## src/rtl/lsu_pkg.sv

```systemverilog
// rtl/lsu_pkg.sv - shared encodings for the load/store memory initiator
// Contents: access size codes, response error codes, initiator FSM states,
// timeout counter width.
package lsu_pkg;

    typedef enum logic [1:0] {
        LSU_SIZE_B = 2'd0,
        LSU_SIZE_H = 2'd1,
        LSU_SIZE_W = 2'd2,
        LSU_SIZE_X = 2'd3
    } lsu_size_e;

    typedef enum logic [1:0] {
        LSU_ERR_OK       = 2'd0,
        LSU_ERR_MISALIGN = 2'd1,
        LSU_ERR_TIMEOUT  = 2'd2
    } lsu_err_e;

    typedef enum logic [1:0] {
        ST_IDLE = 2'd0,
        ST_REQ  = 2'd1,
        ST_WAIT = 2'd2,
        ST_RESP = 2'd3
    } lsu_state_e;

    localparam int LSU_CNT_W = 16;

endpackage

```

## src/rtl/lsu_mem_initiator_if.sv

```systemverilog
// rtl/lsu_mem_initiator_if.sv - word-aligned data-memory request/response bus
// Signals: mem_valid/mem_ready request handshake carrying mem_wen, mem_addr,
// mem_wdata, mem_wmask; mem_rvalid/mem_rdata response (read data or write ack).
// Modports: master = initiator (LSU), slave = RAM/bus responder.
interface lsu_mem_initiator_if;

    logic        mem_valid;
    logic        mem_ready;
    logic        mem_wen;
    logic [31:0] mem_addr;
    logic [31:0] mem_wdata;
    logic [3:0]  mem_wmask;
    logic        mem_rvalid;
    logic [31:0] mem_rdata;

    modport master (
        output mem_valid, mem_wen, mem_addr, mem_wdata, mem_wmask,
        input  mem_ready, mem_rvalid, mem_rdata
    );

    modport slave (
        input  mem_valid, mem_wen, mem_addr, mem_wdata, mem_wmask,
        output mem_ready, mem_rvalid, mem_rdata
    );

endinterface

```

## src/rtl/lsu_align.sv

```systemverilog
// rtl/lsu_align.sv - combinational lane alignment for loads and stores
// Inputs:  offset (addr[1:0]), size, is_unsigned, wdata (LSB-aligned store data),
//          rdata (full memory word).
// Outputs: wmask (byte lanes), wdata_rep (lane-replicated store data),
//          misalign (illegal size or unaligned half/word), rdata_ext (extended load).
module lsu_align
    import lsu_pkg::*;
(
    input  logic [1:0]  offset,
    input  lsu_size_e   size,
    input  logic        is_unsigned,
    input  logic [31:0] wdata,
    input  logic [31:0] rdata,
    output logic [3:0]  wmask,
    output logic [31:0] wdata_rep,
    output logic        misalign,
    output logic [31:0] rdata_ext
);

    logic [31:0] shifted;

    always_comb begin
        // Bring the addressed byte/half down to bit 0 before extending.
        shifted   = rdata >> {offset, 3'b000};
        wmask     = 4'b0000;
        wdata_rep = wdata;
        misalign  = 1'b0;
        rdata_ext = 32'h0;
        case (size)
            LSU_SIZE_B: begin
                wmask     = 4'b0001 << offset;
                wdata_rep = {4{wdata[7:0]}};
                rdata_ext = is_unsigned ? {24'h0, shifted[7:0]}
                                        : {{24{shifted[7]}}, shifted[7:0]};
            end
            LSU_SIZE_H: begin
                wmask     = 4'b0011 << offset;
                wdata_rep = {2{wdata[15:0]}};
                misalign  = offset[0];
                rdata_ext = is_unsigned ? {16'h0, shifted[15:0]}
                                        : {{16{shifted[15]}}, shifted[15:0]};
            end
            LSU_SIZE_W: begin
                wmask     = 4'b1111;
                misalign  = |offset;
                rdata_ext = shifted;
            end
            default: begin
                misalign  = 1'b1;
            end
        endcase
    end

endmodule

```

## src/rtl/lsu_mem_initiator.sv

```systemverilog
// rtl/lsu_mem_initiator.sv - single-outstanding load/store initiator for the data-memory port
// Ports: clock, reset (sync, active-high); req_* core request (valid/ready, wen,
// addr, wdata, size, unsigned); resp_* core response (valid/ready, rdata, err);
// mem (lsu_mem_initiator_if.master) word-aligned memory bus.
// Parameter TIMEOUT_CYCLES: cycles allowed in REQ+WAIT before a timeout error.
module lsu_mem_initiator
    import lsu_pkg::*;
#(
    parameter int TIMEOUT_CYCLES = 255
) (
    input  logic        clock,
    input  logic        reset,
    input  logic        req_valid,
    output logic        req_ready,
    input  logic        req_wen,
    input  logic [31:0] req_addr,
    input  logic [31:0] req_wdata,
    input  logic [1:0]  req_size,
    input  logic        req_unsigned,
    output logic        resp_valid,
    input  logic        resp_ready,
    output logic [31:0] resp_rdata,
    output logic [1:0]  resp_err,
    lsu_mem_initiator_if.master mem
);

    localparam logic [LSU_CNT_W-1:0] TMO = LSU_CNT_W'(TIMEOUT_CYCLES);

    lsu_state_e           state;
    logic                 r_wen;
    logic [1:0]           r_off;
    lsu_size_e            r_size;
    logic                 r_unsigned;
    logic [LSU_CNT_W-1:0] cnt;

    logic        is_idle;
    logic [1:0]  a_off;
    lsu_size_e   a_size;
    logic        a_uns;
    logic [3:0]  a_wmask;
    logic [31:0] a_wdata;
    logic        a_misalign;
    logic [31:0] a_rdata;

    // One aligner serves both phases: in IDLE it sees the incoming request
    // (mask/data/misalign), afterwards the latched fields (load extraction).
    assign is_idle = (state == ST_IDLE);
    assign a_off   = is_idle ? req_addr[1:0]          : r_off;
    assign a_size  = is_idle ? lsu_size_e'(req_size)  : r_size;
    assign a_uns   = is_idle ? req_unsigned           : r_unsigned;

    lsu_align u_align (
        .offset      (a_off),
        .size        (a_size),
        .is_unsigned (a_uns),
        .wdata       (req_wdata),
        .rdata       (mem.mem_rdata),
        .wmask       (a_wmask),
        .wdata_rep   (a_wdata),
        .misalign    (a_misalign),
        .rdata_ext   (a_rdata)
    );

    always_ff @(posedge clock) begin
        if (reset) begin
            state         <= ST_IDLE;
            req_ready     <= 1'b1;
            mem.mem_valid <= 1'b0;
            mem.mem_wen   <= 1'b0;
            mem.mem_addr  <= 32'h0;
            mem.mem_wdata <= 32'h0;
            mem.mem_wmask <= 4'h0;
            resp_valid    <= 1'b0;
            resp_rdata    <= 32'h0;
            resp_err      <= LSU_ERR_OK;
            cnt           <= '0;
            r_wen         <= 1'b0;
            r_off         <= 2'b00;
            r_size        <= LSU_SIZE_B;
            r_unsigned    <= 1'b0;
        end else begin
            case (state)
                ST_IDLE: begin
                    if (req_valid) begin
                        req_ready  <= 1'b0;
                        r_wen      <= req_wen;
                        r_off      <= req_addr[1:0];
                        r_size     <= lsu_size_e'(req_size);
                        r_unsigned <= req_unsigned;
                        if (a_misalign) begin
                            // Rejected without touching the memory bus.
                            state      <= ST_RESP;
                            resp_valid <= 1'b1;
                            resp_rdata <= 32'h0;
                            resp_err   <= LSU_ERR_MISALIGN;
                        end else begin
                            state         <= ST_REQ;
                            cnt           <= '0;
                            mem.mem_valid <= 1'b1;
                            mem.mem_wen   <= req_wen;
                            mem.mem_addr  <= {req_addr[31:2], 2'b00};
                            mem.mem_wdata <= a_wdata;
                            mem.mem_wmask <= a_wmask;
                        end
                    end
                end
                ST_REQ: begin
                    if (cnt == TMO) begin
                        mem.mem_valid <= 1'b0;
                        state         <= ST_RESP;
                        resp_valid    <= 1'b1;
                        resp_rdata    <= 32'h0;
                        resp_err      <= LSU_ERR_TIMEOUT;
                    end else begin
                        cnt <= cnt + 1'b1;
                        // An rvalid in this same cycle is ignored; only WAIT samples it.
                        if (mem.mem_ready) begin
                            mem.mem_valid <= 1'b0;
                            state         <= ST_WAIT;
                        end
                    end
                end
                ST_WAIT: begin
                    if (cnt == TMO) begin
                        state      <= ST_RESP;
                        resp_valid <= 1'b1;
                        resp_rdata <= 32'h0;
                        resp_err   <= LSU_ERR_TIMEOUT;
                    end else begin
                        cnt <= cnt + 1'b1;
                        if (mem.mem_rvalid) begin
                            state      <= ST_RESP;
                            resp_valid <= 1'b1;
                            resp_rdata <= r_wen ? 32'h0 : a_rdata;
                            resp_err   <= LSU_ERR_OK;
                        end
                    end
                end
                ST_RESP: begin
                    if (resp_ready) begin
                        state      <= ST_IDLE;
                        req_ready  <= 1'b1;
                        resp_valid <= 1'b0;
                        resp_rdata <= 32'h0;
                        resp_err   <= LSU_ERR_OK;
                    end
                end
                default: begin
                    state <= ST_IDLE;
                end
            endcase
        end
    end

endmodule

```

## src/flat_wrapper.sv

```systemverilog
// flat-port wrapper written by rule: the top's interface ports become plain ports
module lsu_mem_initiator_flat import lsu_pkg::*;
#(
    parameter int TIMEOUT_CYCLES = 255
)
  (clock, reset, req_valid, req_ready, req_wen, req_addr, req_wdata, req_size, req_unsigned, resp_valid, resp_ready, resp_rdata, resp_err, mem_mem_valid, mem_mem_wen, mem_mem_addr, mem_mem_wdata, mem_mem_wmask, mem_mem_ready, mem_mem_rvalid, mem_mem_rdata);
  lsu_mem_initiator_if mem_i ();
  input  logic clock;
  input  logic reset;
  input  logic req_valid;
  output logic req_ready;
  input  logic req_wen;
  input  logic [31:0] req_addr;
  input  logic [31:0] req_wdata;
  input  logic [1:0] req_size;
  input  logic req_unsigned;
  output logic resp_valid;
  input  logic resp_ready;
  output logic [31:0] resp_rdata;
  output logic [1:0] resp_err;
  output wire logic [$bits(mem_i.mem_valid)-1:0] mem_mem_valid;
  output wire logic [$bits(mem_i.mem_wen)-1:0] mem_mem_wen;
  output wire logic [$bits(mem_i.mem_addr)-1:0] mem_mem_addr;
  output wire logic [$bits(mem_i.mem_wdata)-1:0] mem_mem_wdata;
  output wire logic [$bits(mem_i.mem_wmask)-1:0] mem_mem_wmask;
  input wire logic [$bits(mem_i.mem_ready)-1:0] mem_mem_ready;
  input wire logic [$bits(mem_i.mem_rvalid)-1:0] mem_mem_rvalid;
  input wire logic [$bits(mem_i.mem_rdata)-1:0] mem_mem_rdata;
  assign mem_mem_valid = mem_i.mem_valid;
  assign mem_mem_wen = mem_i.mem_wen;
  assign mem_mem_addr = mem_i.mem_addr;
  assign mem_mem_wdata = mem_i.mem_wdata;
  assign mem_mem_wmask = mem_i.mem_wmask;
  assign mem_i.mem_ready = mem_mem_ready;
  assign mem_i.mem_rvalid = mem_mem_rvalid;
  assign mem_i.mem_rdata = mem_mem_rdata;
  lsu_mem_initiator #(.TIMEOUT_CYCLES(TIMEOUT_CYCLES)) u_core (.clock(clock), .reset(reset), .req_valid(req_valid), .req_ready(req_ready), .req_wen(req_wen), .req_addr(req_addr), .req_wdata(req_wdata), .req_size(req_size), .req_unsigned(req_unsigned), .resp_valid(resp_valid), .resp_ready(resp_ready), .resp_rdata(resp_rdata), .resp_err(resp_err), .mem(mem_i));
endmodule
```

## config.mk

```make
export PLATFORM = sky130hd
export DESIGN_NAME = lsu_mem_initiator_flat
export DESIGN_NICKNAME = d
export VERILOG_FILES = /design/src/rtl/lsu_pkg.sv /design/src/rtl/lsu_mem_initiator_if.sv /design/src/rtl/lsu_align.sv /design/src/rtl/lsu_mem_initiator.sv /design/src/flat_wrapper.sv
export SDC_FILE = /design/constraint.sdc
export NUM_CORES = 1
export LEC_CHECK = 0
export ABC_AREA = 0
export BUFFER_PORTS_ARGS = -buffer_cell sky130_fd_sc_hd__clkbuf_2
export CORE_MARGIN = 1
export CORE_UTILIZATION = 46
export DETAILED_ROUTE_END_ITERATION = 12
export GPL_ROUTABILITY_DRIVEN = 0
export PLACE_DENSITY = 0.77
export SLEW_MARGIN = 20
export SYNTH_ARGS = -nofsm -noshare
export SYNTH_HDL_FRONTEND = slang
export SYNTH_SLANG_ARGS = --single-unit
```

## constraint.sdc

```tcl
create_clock -name clock -period 2.35 [get_ports clock]
set_input_delay 0.47 -clock clock [delete_from_list [all_inputs] [get_ports clock]]
set_output_delay 0.47 -clock clock [all_outputs]
set_load 0.1 [all_outputs]
```

==> results.yml, run 1 <==
synth:
  synth_top_area_share_pct: 41.98
  syn_avg_cell_area_um2: 8.032
  yosys-top-cells-area: "dfxtp_1 42%, nand2_1 10%, a21oi_1 5.7%"
  synth_edf_count: 0
  yosysWarnings: 0
  yosys-top-cells-count: "168 x nand2_1, 128 x dfxtp_1, 70 x a21oi_1"
  synth.most_common_cell: "nand2_1"
  synth_flop_cell: "dfxtp_1"
  ys_ff_latch: 128
  synthCells: 760
  syn_area_um2: 6105
  synthArstFlopShare_pct: 0
  synth_top_cell_by_area: "dfxtp_1"
  synth.yosys.seq_area_share_pct: 41.98
  ys_types: 63
drt:
  vias: 6537
  viasPerCell: 5.582
  antenna_left: 0
  routed_wl_um: 18520
  avgRoutedWirePerCell_um: 15.82
  drc_errors: 0
  drt_iter0_drc: 527
  dr.pass1.iters: 5
clock_tree:
  cts_sinks: 128
  clock_path_buffers: 2
  cts_tree: "yes"
  hold_buffers: 0
  cts.root.buffer_cell: "clkbuf_16"
  h-tree-depth: 4
  clkLatencyLatePin_ps: 420
  cts_made_buffers: 17
  clk_pin_slew_ps: 60
min_path:
  hold_path.class: "primary input to register"
  holdPathStages: 3
  min_from: "req_addr[17]"
  hold_end: "u_core.mem.mem_addr[17]$_SDFFE_PP0P_"
sta:
  period_minus_slack_ps: 2245
  slew_viol_final: 0
  max_slew_margin_pct: 47.80
  tightest_slew_ps: 783.0
  worst_hold_slack_ps: 266.9
  rsz0062_at_grt: "false"
  finalSetupViolCount: 0
  max_freq_ghz: 0.4455
  fin_crit_sh_pct: 95.52
  setup_ws_ps: 105.3
  hold_viol_final: 0
  skew_ps: 7.536
  tns_ps: 0
worst_setup_path:
  critical_path_class: "register to register"
  cp-end-kind: "register"
  slowest_stage: "o32a_2"
  worstPathCellList: "inv_1 -> ha_4 -> buf_4 -> o32a_2 -> a31oi_4 -> buf_12 -> buf_12 -> nor2_1 -> a311oi_1"
  ff2ff_setup_slack_ps: 110
  path_depth: 9
  reg2reg_to: "u_core.mem.mem_wdata[14]$_SDFFE_PP0P_"
  worstRegToRegCells: 9
  cp-start-kind: "register"
  startpoint: "u_core.state[0]$_SDFFE_PP0P_"
  critPathArrivalTime_ps: 2560
  critPathRequiredTime_ps: 2670
  critPathBufInv: 4
  path_common_cell: "buf_12"
  critPathMaxFanout: 23
  r2r-start: "u_core.state[0]$_SDFFE_PP0P_"
  critical_path.max_stage_delay_ps: 440
  crit_family: "compound AO/OA/AOI/OAI gates"
floorplanning:
  rows: 41
  die_h_um: 117.2
  initial_core_util_pct: 47.79
  core-area_um2: 12770
  ios: 212
  dieArea_um2: 13740
  die_x_um: 117.2
finish:
  drive_above_1_share_pct: 33.23
  n_antenna_cell: 0
  fill_cells: 1139
  nNetsFinal: 1097
  synthToLayoutAreaGrowth_pct: 35.50
global_routing:
  grt_pass1_vias: 5756
  grt_max_degree: 74
  antenna_found_initial: 0
  grt_overflow: 0
  grt_use_total_pct: 26.38
  grt_pass1_wl_um: 28030
run:
  drv_cap: 0
placed_design:
  dp_slack_ps: -70.57
  dp_hpwl_um: 13520
  io_buffers: 209
power_and_ir_drop:
  power_density_nw_per_um2: 1540
  ir_drop_v: 0.0008672
  power_leakage_nw: 3.529
status:
  status: "completed"
tightest hold or removal path: cells and delay by family:
family / cells / cell delay (ps)
compound gates: 1 / 50
buf+inv: 1 / 80
simple gates: 1 / 40
layout by cell type (no fill, tap or decap), types with 16 or more instances in the layout:
cell,count
nand2_1,168
a311oi_1,26
nor2_1,49
o21ai_0,23
clkbuf_2,209
nand3_1,37
dfxtp_1,128
clkbuf_16,17
a21oi_1,70
mux2i_1,16
a22oi_1,17
buf_4,49
metal layers:
metal	wire, µm	global-route usage (%)	vias to the layer above	part of all wire, %
met4	358	11.39	0	1.9
met3	1294	5.870	31	7.0
li1	-	-	3200	-
met2	8946	43.61	249	48
met5	0	0	-	0
met1	7924	33.03	3057	43
timing repair:
action | 4_1_cts | 5_1_grt
resized for setup | 2 | 6
gates cloned | 0 | 0
buffers inserted | 0 | 0
endpoints found under the setup margin | 55 | 68
power by group:
part | switching, W | internal, W | leakage, nW
registers | 0.000280 | 0.00265 | 1.04
logic | 0.00545 | 0.00189 | 2.22
clock network | 0.000990 | 0.00148 | 0.265
total | 0.00672 | 0.00602 | 3.53
area by class of cell:
cell class	count	area, µm²	area share, %
well taps	172	215.2	2.602
repair buffers	267	1585	19.17
clock buffers	19	442.9	5.355
multi-input cells	564	3321	40.15
clock inverters	13	115.1	1.392
inverters	8	30.03	0.3630
flip-flops and latches	128	2562	30.98
per-stage QoR:
| stage | instances | power [W] | cell area, µm² | utilization, % |
|---|---|---|---|---|
| floorplan | 761 | 0.008452 | 6123 | - |
| global placement | 1139 | 0.01014 | 7677 | 60.10 |
| detailed placement | 1139 | 0.01019 | 7677 | 60.10 |
| CTS | 1171 | 0.01269 | 8243 | 64.53 |
| global route | 1171 | 0.01332 | 8272 | 64.76 |
| finish | 1171 | 0.01274 | 8272 | 64.76 |
worst max path at each step:
stage | slack (ps) | end
finish | 110 | u_core.mem.mem_wdata[14]$_SDFFE_PP0P_
global route | 9 | u_core.resp_rdata[18]$_SDFFE_PP0P_
CTS | 50 | u_core.resp_rdata[17]$_SDFFE_PP0P_
detailed placement | -70 | u_core.resp_rdata[6]$_SDFFE_PP0P_
global placement | 20 | u_core.resp_rdata[3]$_SDFFE_PP0P_
floorplan | 6 | u_core.resp_rdata[23]$_SDFFE_PP0P_
state kept, by name, summed over array words and instances (netlist names), 2 cells and up:
register,flops
u_core.r_size,2
u_core.mem.mem_addr,30
u_core.resp_rdata,32
u_core.state,2
u_core.cnt,16
u_core.mem.mem_wdata,32
u_core.mem.mem_wmask,4
u_core.r_off,2
u_core.resp_err,2
cells by family after synthesis:
kind of cell | synth area share (%)
adder cells (fa/ha/maj) | 1.025
other | 0.06143
AO/OA/AOI/OAI | 23.55
multiplexers | 4.304
XOR/XNOR | 0.1435
AND/OR/NAND/NOR | 24.04
buffers and inverters | 4.899
flip-flops | 41.98
(Power assumes the default switching activity.)
==> run 2: changes to the inputs <==
--- a/config.mk
+++ b/config.mk
@@ -11,6 +11,7 @@
 export CORE_UTILIZATION = 46
 export DETAILED_ROUTE_END_ITERATION = 12
 export GPL_ROUTABILITY_DRIVEN = 0
+export HOLD_SLACK_MARGIN = 0.05
 export PLACE_DENSITY = 0.77
 export SLEW_MARGIN = 20
 export SYNTH_ARGS = -nofsm -noshare
==> constraint.sdc (replaced) <==
create_clock -name clock -period 2.35 [get_ports clock]
set_input_delay 0.47 -clock clock [delete_from_list [all_inputs] [get_ports clock]]
set_output_delay 0.47 -clock clock [all_outputs]
set_load 0.05 [all_outputs]
==> results.yml, run 2 (synthesis gave the netlist of run 1 again) <==
clock_tree:
  hold_buffers: 0
  cts_made_buffers: 17
  cts_sinks: 128
  h-tree-depth: 4
  clk_pin_slew_ps: 60
  clock_path_buffers: 2
  cts_tree: "yes"
  clkLatencyLatePin_ps: 420
  cts.root.buffer_cell: "clkbuf_16"
worst_setup_path:
  critPathRequiredTime_ps: 2640
  worstPathCellList: "or4_4 -> or4_4 -> nand3_1 -> or4_1 -> buf_4 -> o221ai_1"
  worstRegToRegCells: 6
  cp-end-kind: "register"
  critPathArrivalTime_ps: 2550
  critical_path.max_stage_delay_ps: 590
  slowest_stage: "or4_4"
  path_common_cell: "or4_4"
  critical_path_class: "register to register"
  cp-start-kind: "register"
  critPathMaxFanout: 16
drt:
  routed_wl_um: 19190
  drt_iter0_drc: 725
  vias: 6654
  viasPerCell: 5.653
  avgRoutedWirePerCell_um: 16.30
  antenna_left: 0
  drc_errors: 0
  dr.pass1.iters: 5
power_and_ir_drop:
  power_density_nw_per_um2: 1373
  ir_drop_v: 0.0006119
  power_leakage_nw: 3.602
  clkPwrFrac_pct: 23.4
  seqPwrFrac_pct: 25.3
  p_int_w: 0.006360
  total_power_w: 0.01159
  switchingPower_w: 0.005231
  switching_share_pct: 45.13
  combPwrFrac_pct: 51.3
global_routing:
  grt_use_total_pct: 26.45
  global_route.usage.met1_pct: 32.85
  grt_overflow: 0
  grt_pass1_vias: 5718
  grt.busiest_layer: "met2"
  groute.layer.met3.usage_pct: 7.621
  grt_pass1_wl_um: 28010
  grt_max_degree: 79
  met2_usage_pct: 43.25
  antenna_found_initial: 0
floorplanning:
  rows: 41
  core-area_um2: 12770
  die_x_um: 117.2
  initial_core_util_pct: 47.79
  dieArea_um2: 13740
  die_h_um: 117.2
  ios: 212
placed_design:
  io_buffers: 209
  dp_hpwl_um: 13530
  dp.cells: 1140
  dp_slack_ps: -35.13
finish:
  drive_above_1_share_pct: 33.83
  nNetsFinal: 1103
  n_antenna_cell: 0
  instances_no_fill: 1177
  final_common_cell: "clkbuf_2"
  fill_cells: 1054
  final_core_util_pct: 66.10
  reg_top3: "u_core.mem.mem_wdata: 32 flops, u_core.resp_rdata: 32 flops, u_core.mem.mem_addr: 30 flops"
  synthToLayoutAreaGrowth_pct: 38.31
  final_cell_mix: "209 x clkbuf_2, 168 x nand2_1, 128 x dfxtp_1"
sta:
  hold_viol_final: 0
  setup_ws_ps: 90.47
  fin_crit_sh_pct: 96.15
  slew_viol_final: 0
  finalSetupViolCount: 0
  skew_ps: 7.734
  max_freq_ghz: 0.4426
  tightest_slew_ps: 879.0
  max_slew_margin_pct: 41.40
  period_minus_slack_ps: 2260
run:
  drv_cap: 0
min_path:
  hold_path.class: "primary input to register"
  holdPathStages: 3
status:
  status: "completed"
run 2: changes by cell type in the layout (fill, tap and decap cells not counted), moves of 2 or more:
cell / change
o32a_4: +2
bufinv_16: +2
clkbuf_16: +2
clkinv_4: -2
buf_4: +4
run 2: path summary, 6_finish.rpt:
path / endpoint / start / slack (ps)
max reg2reg: u_core.resp_rdata[21]$_SDFFE_PP0P_ / u_core.cnt[8]$_SDFFE_PP0P_ / 90
max: u_core.resp_rdata[21]$_SDFFE_PP0P_ / u_core.cnt[8]$_SDFFE_PP0P_ / 90
min: u_core.mem.mem_addr[18]$_SDFFE_PP0P_ / req_addr[18] / 260
min reg2reg: u_core.mem.mem_addr[19]$_SDFFE_PP0P_ / u_core.mem.mem_addr[19]$_SDFFE_PP0P_ / 450
run 2: per-stage QoR:
stage	setup TNS, ps	instance area [µm²]	hold slack (ps)
final	0	8443	260.4
after global routing	-27.24	8443	253.3
after CTS	0	8307	249.1
after detailed placement	-131.0	7697	445.7
after global placement	0	7697	441.2
after floorplan	0	6121	436.8
run 2: final cells by class:
type / count / area (µm²) / share of cell area, %
clock buffers: 19 / 442.9 / 5.246
multi-input cells: 564 / 3357 / 39.76
repair buffers: 273 / 1674 / 19.83
clock inverters: 13 / 161.4 / 1.912
flip-flops and latches: 128 / 2562 / 30.35
well taps: 172 / 215.2 / 2.549
inverters: 8 / 30.03 / 0.3557
run 2: metal layers:
layer | vias up | wire length (µm)
met3 | 43 | 1462
met4 | 0 | 490
li1 | 3211 | -
met5 | - | 0
met1 | 3059 | 7871
met2 | 341 | 9361
run 2: power groups by stage:
stage	Combinational (W)	Sequential [W]	Clock (W)
3_5_place_dp	0.00567	0.00296	0
2_1_floorplan	0.00245	0.00440	0
3_3_place_gp	0.00562	0.00295	0
4_1_cts	0.00570	0.00292	0.00274
6_report	0.00594	0.00293	0.00271
5_1_grt	0.00636	0.00299	0.00285
run 2: repair_timing:
action / CTS / global route
setup endpoints to repair: 8 / 94
gates cloned: 0 / 2
buffers inserted: 0 / 3
pin swaps: 0 / 1
resized for setup: 1 / 11
run 2: worst max-delay path, delay by kind of cell, from the launching register on:
family / cells / cell delay, ps
buffers and inverters: 1 / 200
and+or+nand+nor: 4 / 1440
AOI/OAI and AO/OA: 1 / 150
DFF: 1 / 340
==> run 3: changes to the inputs <==
--- a/config.mk
+++ b/config.mk
@@ -8,11 +8,10 @@
 export ABC_AREA = 0
 export BUFFER_PORTS_ARGS = -buffer_cell sky130_fd_sc_hd__clkbuf_2
 export CORE_MARGIN = 1
-export CORE_UTILIZATION = 46
+export CORE_UTILIZATION = 35
 export DETAILED_ROUTE_END_ITERATION = 12
 export GPL_ROUTABILITY_DRIVEN = 0
 export HOLD_SLACK_MARGIN = 0.05
-export PLACE_DENSITY = 0.77
 export SLEW_MARGIN = 20
 export SYNTH_ARGS = -nofsm -noshare
 export SYNTH_HDL_FRONTEND = slang
==> results.yml, run 3 (synthesis gave the netlist of run 1 again) <==
sta:
  rsz0062_at_grt: "true"
  finalSetupViolCount: 0
  fin_crit_sh_pct: 95.31
  skew_ps: 11.46
  period_minus_slack_ps: 2240
  hold_viol_final: 0
  tightest_slew_ps: 904.7
  max_freq_ghz: 0.4465
  max_slew_margin_pct: 39.69
  slew_viol_final: 0
drt:
  wl_met2_um: 9122
  wl_met3_um: 1286
  dr.pass1.iters: 5
  routed_wl_um: 19670
  avgRoutedWirePerCell_um: 16.07
  maxUsedRoutingLayer: "met4"
  vias: 6491
  viasPerCell: 5.303
  antenna_left: 0
  drc_errors: 0
  wl_met1_um: 8921
  drt_iter0_drc: 452
run:
  drv_cap: 0
global_routing:
  grt_pass1_wl_um: 30910
  grt_overflow: 0
  grt_max_degree: 79
  antenna_found_initial: 0
  grt_use_total_pct: 21.79
  grt_pass1_vias: 6073
power_and_ir_drop:
  power_leakage_nw: 3.571
  ir_drop_v: 0.0007501
  power_density_nw_per_um2: 1346
  total_power_w: 0.01129
finish:
  final_cell_mix: "209 x clkbuf_2, 168 x nand2_1, 128 x dfxtp_1"
  drive_above_1_share_pct: 33.57
  nNetsFinal: 1102
  final_common_cell: "clkbuf_2"
  reg_top3: "u_core.mem.mem_wdata: 32 flops, u_core.resp_rdata: 32 flops, u_core.mem.mem_addr: 30 flops"
  n_antenna_cell: 0
  synthToLayoutAreaGrowth_pct: 37.38
  final_core_util_pct: 49.87
  fill_cells: 1665
clock_tree:
  clkLatencyLatePin_ps: 430
  cts_made_buffers: 17
  cts.root.buffer_cell: "clkbuf_16"
  hold_buffers: 0
  post_cts_resized: 1
  h-tree-depth: 4
  cts_setup_buffers: 0
  clock_path_buffers: 2
  cts_tree: "yes"
  clk_pin_slew_ps: 70
  cts_sinks: 128
worst_setup_path:
  critPathRequiredTime_ps: 2650
  cp-end-kind: "register"
  crit_family: "simple AND/OR/NAND/NOR gates"
  critPathArrivalTime_ps: 2540
  critical_path.max_stage_delay_ps: 590
  critical_path_class: "register to register"
  path_common_cell: "or4_4"
  worstPathCellList: "or4_4 -> or4_4 -> nand3_1 -> or4_1 -> buf_4 -> o221ai_1"
  critPathBufInv: 1
  critPathMaxFanout: 16
  cp-start-kind: "register"
  slowest_stage: "or4_4"
min_path:
  hold_path.class: "primary input to register"
floorplanning:
  core-area_um2: 16820
  rows: 47
  die_x_um: 134.1
  die_h_um: 134.1
  initial_core_util_pct: 36.30
  ios: 212
  dieArea_um2: 17970
placed_design:
  dp_hpwl_um: 14280
  io_buffers: 209
status:
  status: "completed"
[run 3: area by class of cell]
type	count	area [µm²]	area share [%]
Clock buffer	17	425.4	5.072
Clock inverter	15	165.2	1.969
Inverter	8	30.03	0.3580
Multi-Input combinational cell	564	3302	39.37
Sequential cell	128	2562	30.55
Tap cell	220	275.3	3.282
Timing Repair Buffer	272	1627	19.39
[run 3: worst paths after layout]
path	endpoint	depth (start not counted)	start	slack, ps
worst max-delay path	u_core.resp_rdata[17]$_SDFFE_PP0P_	6	u_core.cnt[8]$_SDFFE_PP0P_	110
worst min-delay path	u_core.mem.mem_addr[15]$_SDFFE_PP0P_	3	req_addr[15]	250
worst max register to register	u_core.resp_rdata[17]$_SDFFE_PP0P_	6	u_core.cnt[8]$_SDFFE_PP0P_	110
worst min register to register	u_core.mem.mem_addr[16]$_SDFFE_PP0P_	2	u_core.mem.mem_addr[16]$_SDFFE_PP0P_	450
[run 3: per-layer routing]
metal / up-vias / track usage (%)
met5: - / 0
met4: 0 / 7.740
met3: 28 / 4.497
met2: 258 / 35.03
met1: 2991 / 28.84
li1: 3214 / -
[run 3: through the flow]
step | setup TNS, ps | cells | area (µm²) | hold slack (ps) | worst slack, ps
2_1_floorplan | 0 | 761 | 6121 | 436.8 | 7.451
3_3_place_gp | 0 | 1192 | 7775 | 440.4 | 19.12
3_5_place_dp | -90.15 | 1192 | 7775 | 446.5 | -49.69
4_1_cts | 0 | 1224 | 8371 | 243.6 | 61.20
5_1_grt | -36.36 | 1224 | 8387 | 247.0 | -16.19
6_report | 0 | 1224 | 8387 | 253.8 | 110.2
[run 3: power breakdown]
| part | internal, W | switching (W) | total, W |
|---|---|---|---|
| clock network | 0.00151 | 0.00115 | 0.00265 |
| registers | 0.00264 | 0.000271 | 0.00291 |
| logic | 0.00185 | 0.00387 | 0.00572 |
| total | 0.00600 | 0.00529 | 0.0113 |
[run 3: tightest hold or removal path, stage by stage]
cell and delay, ps:
clkbuf_2 80, nand2_1 40, a21oi_1 50
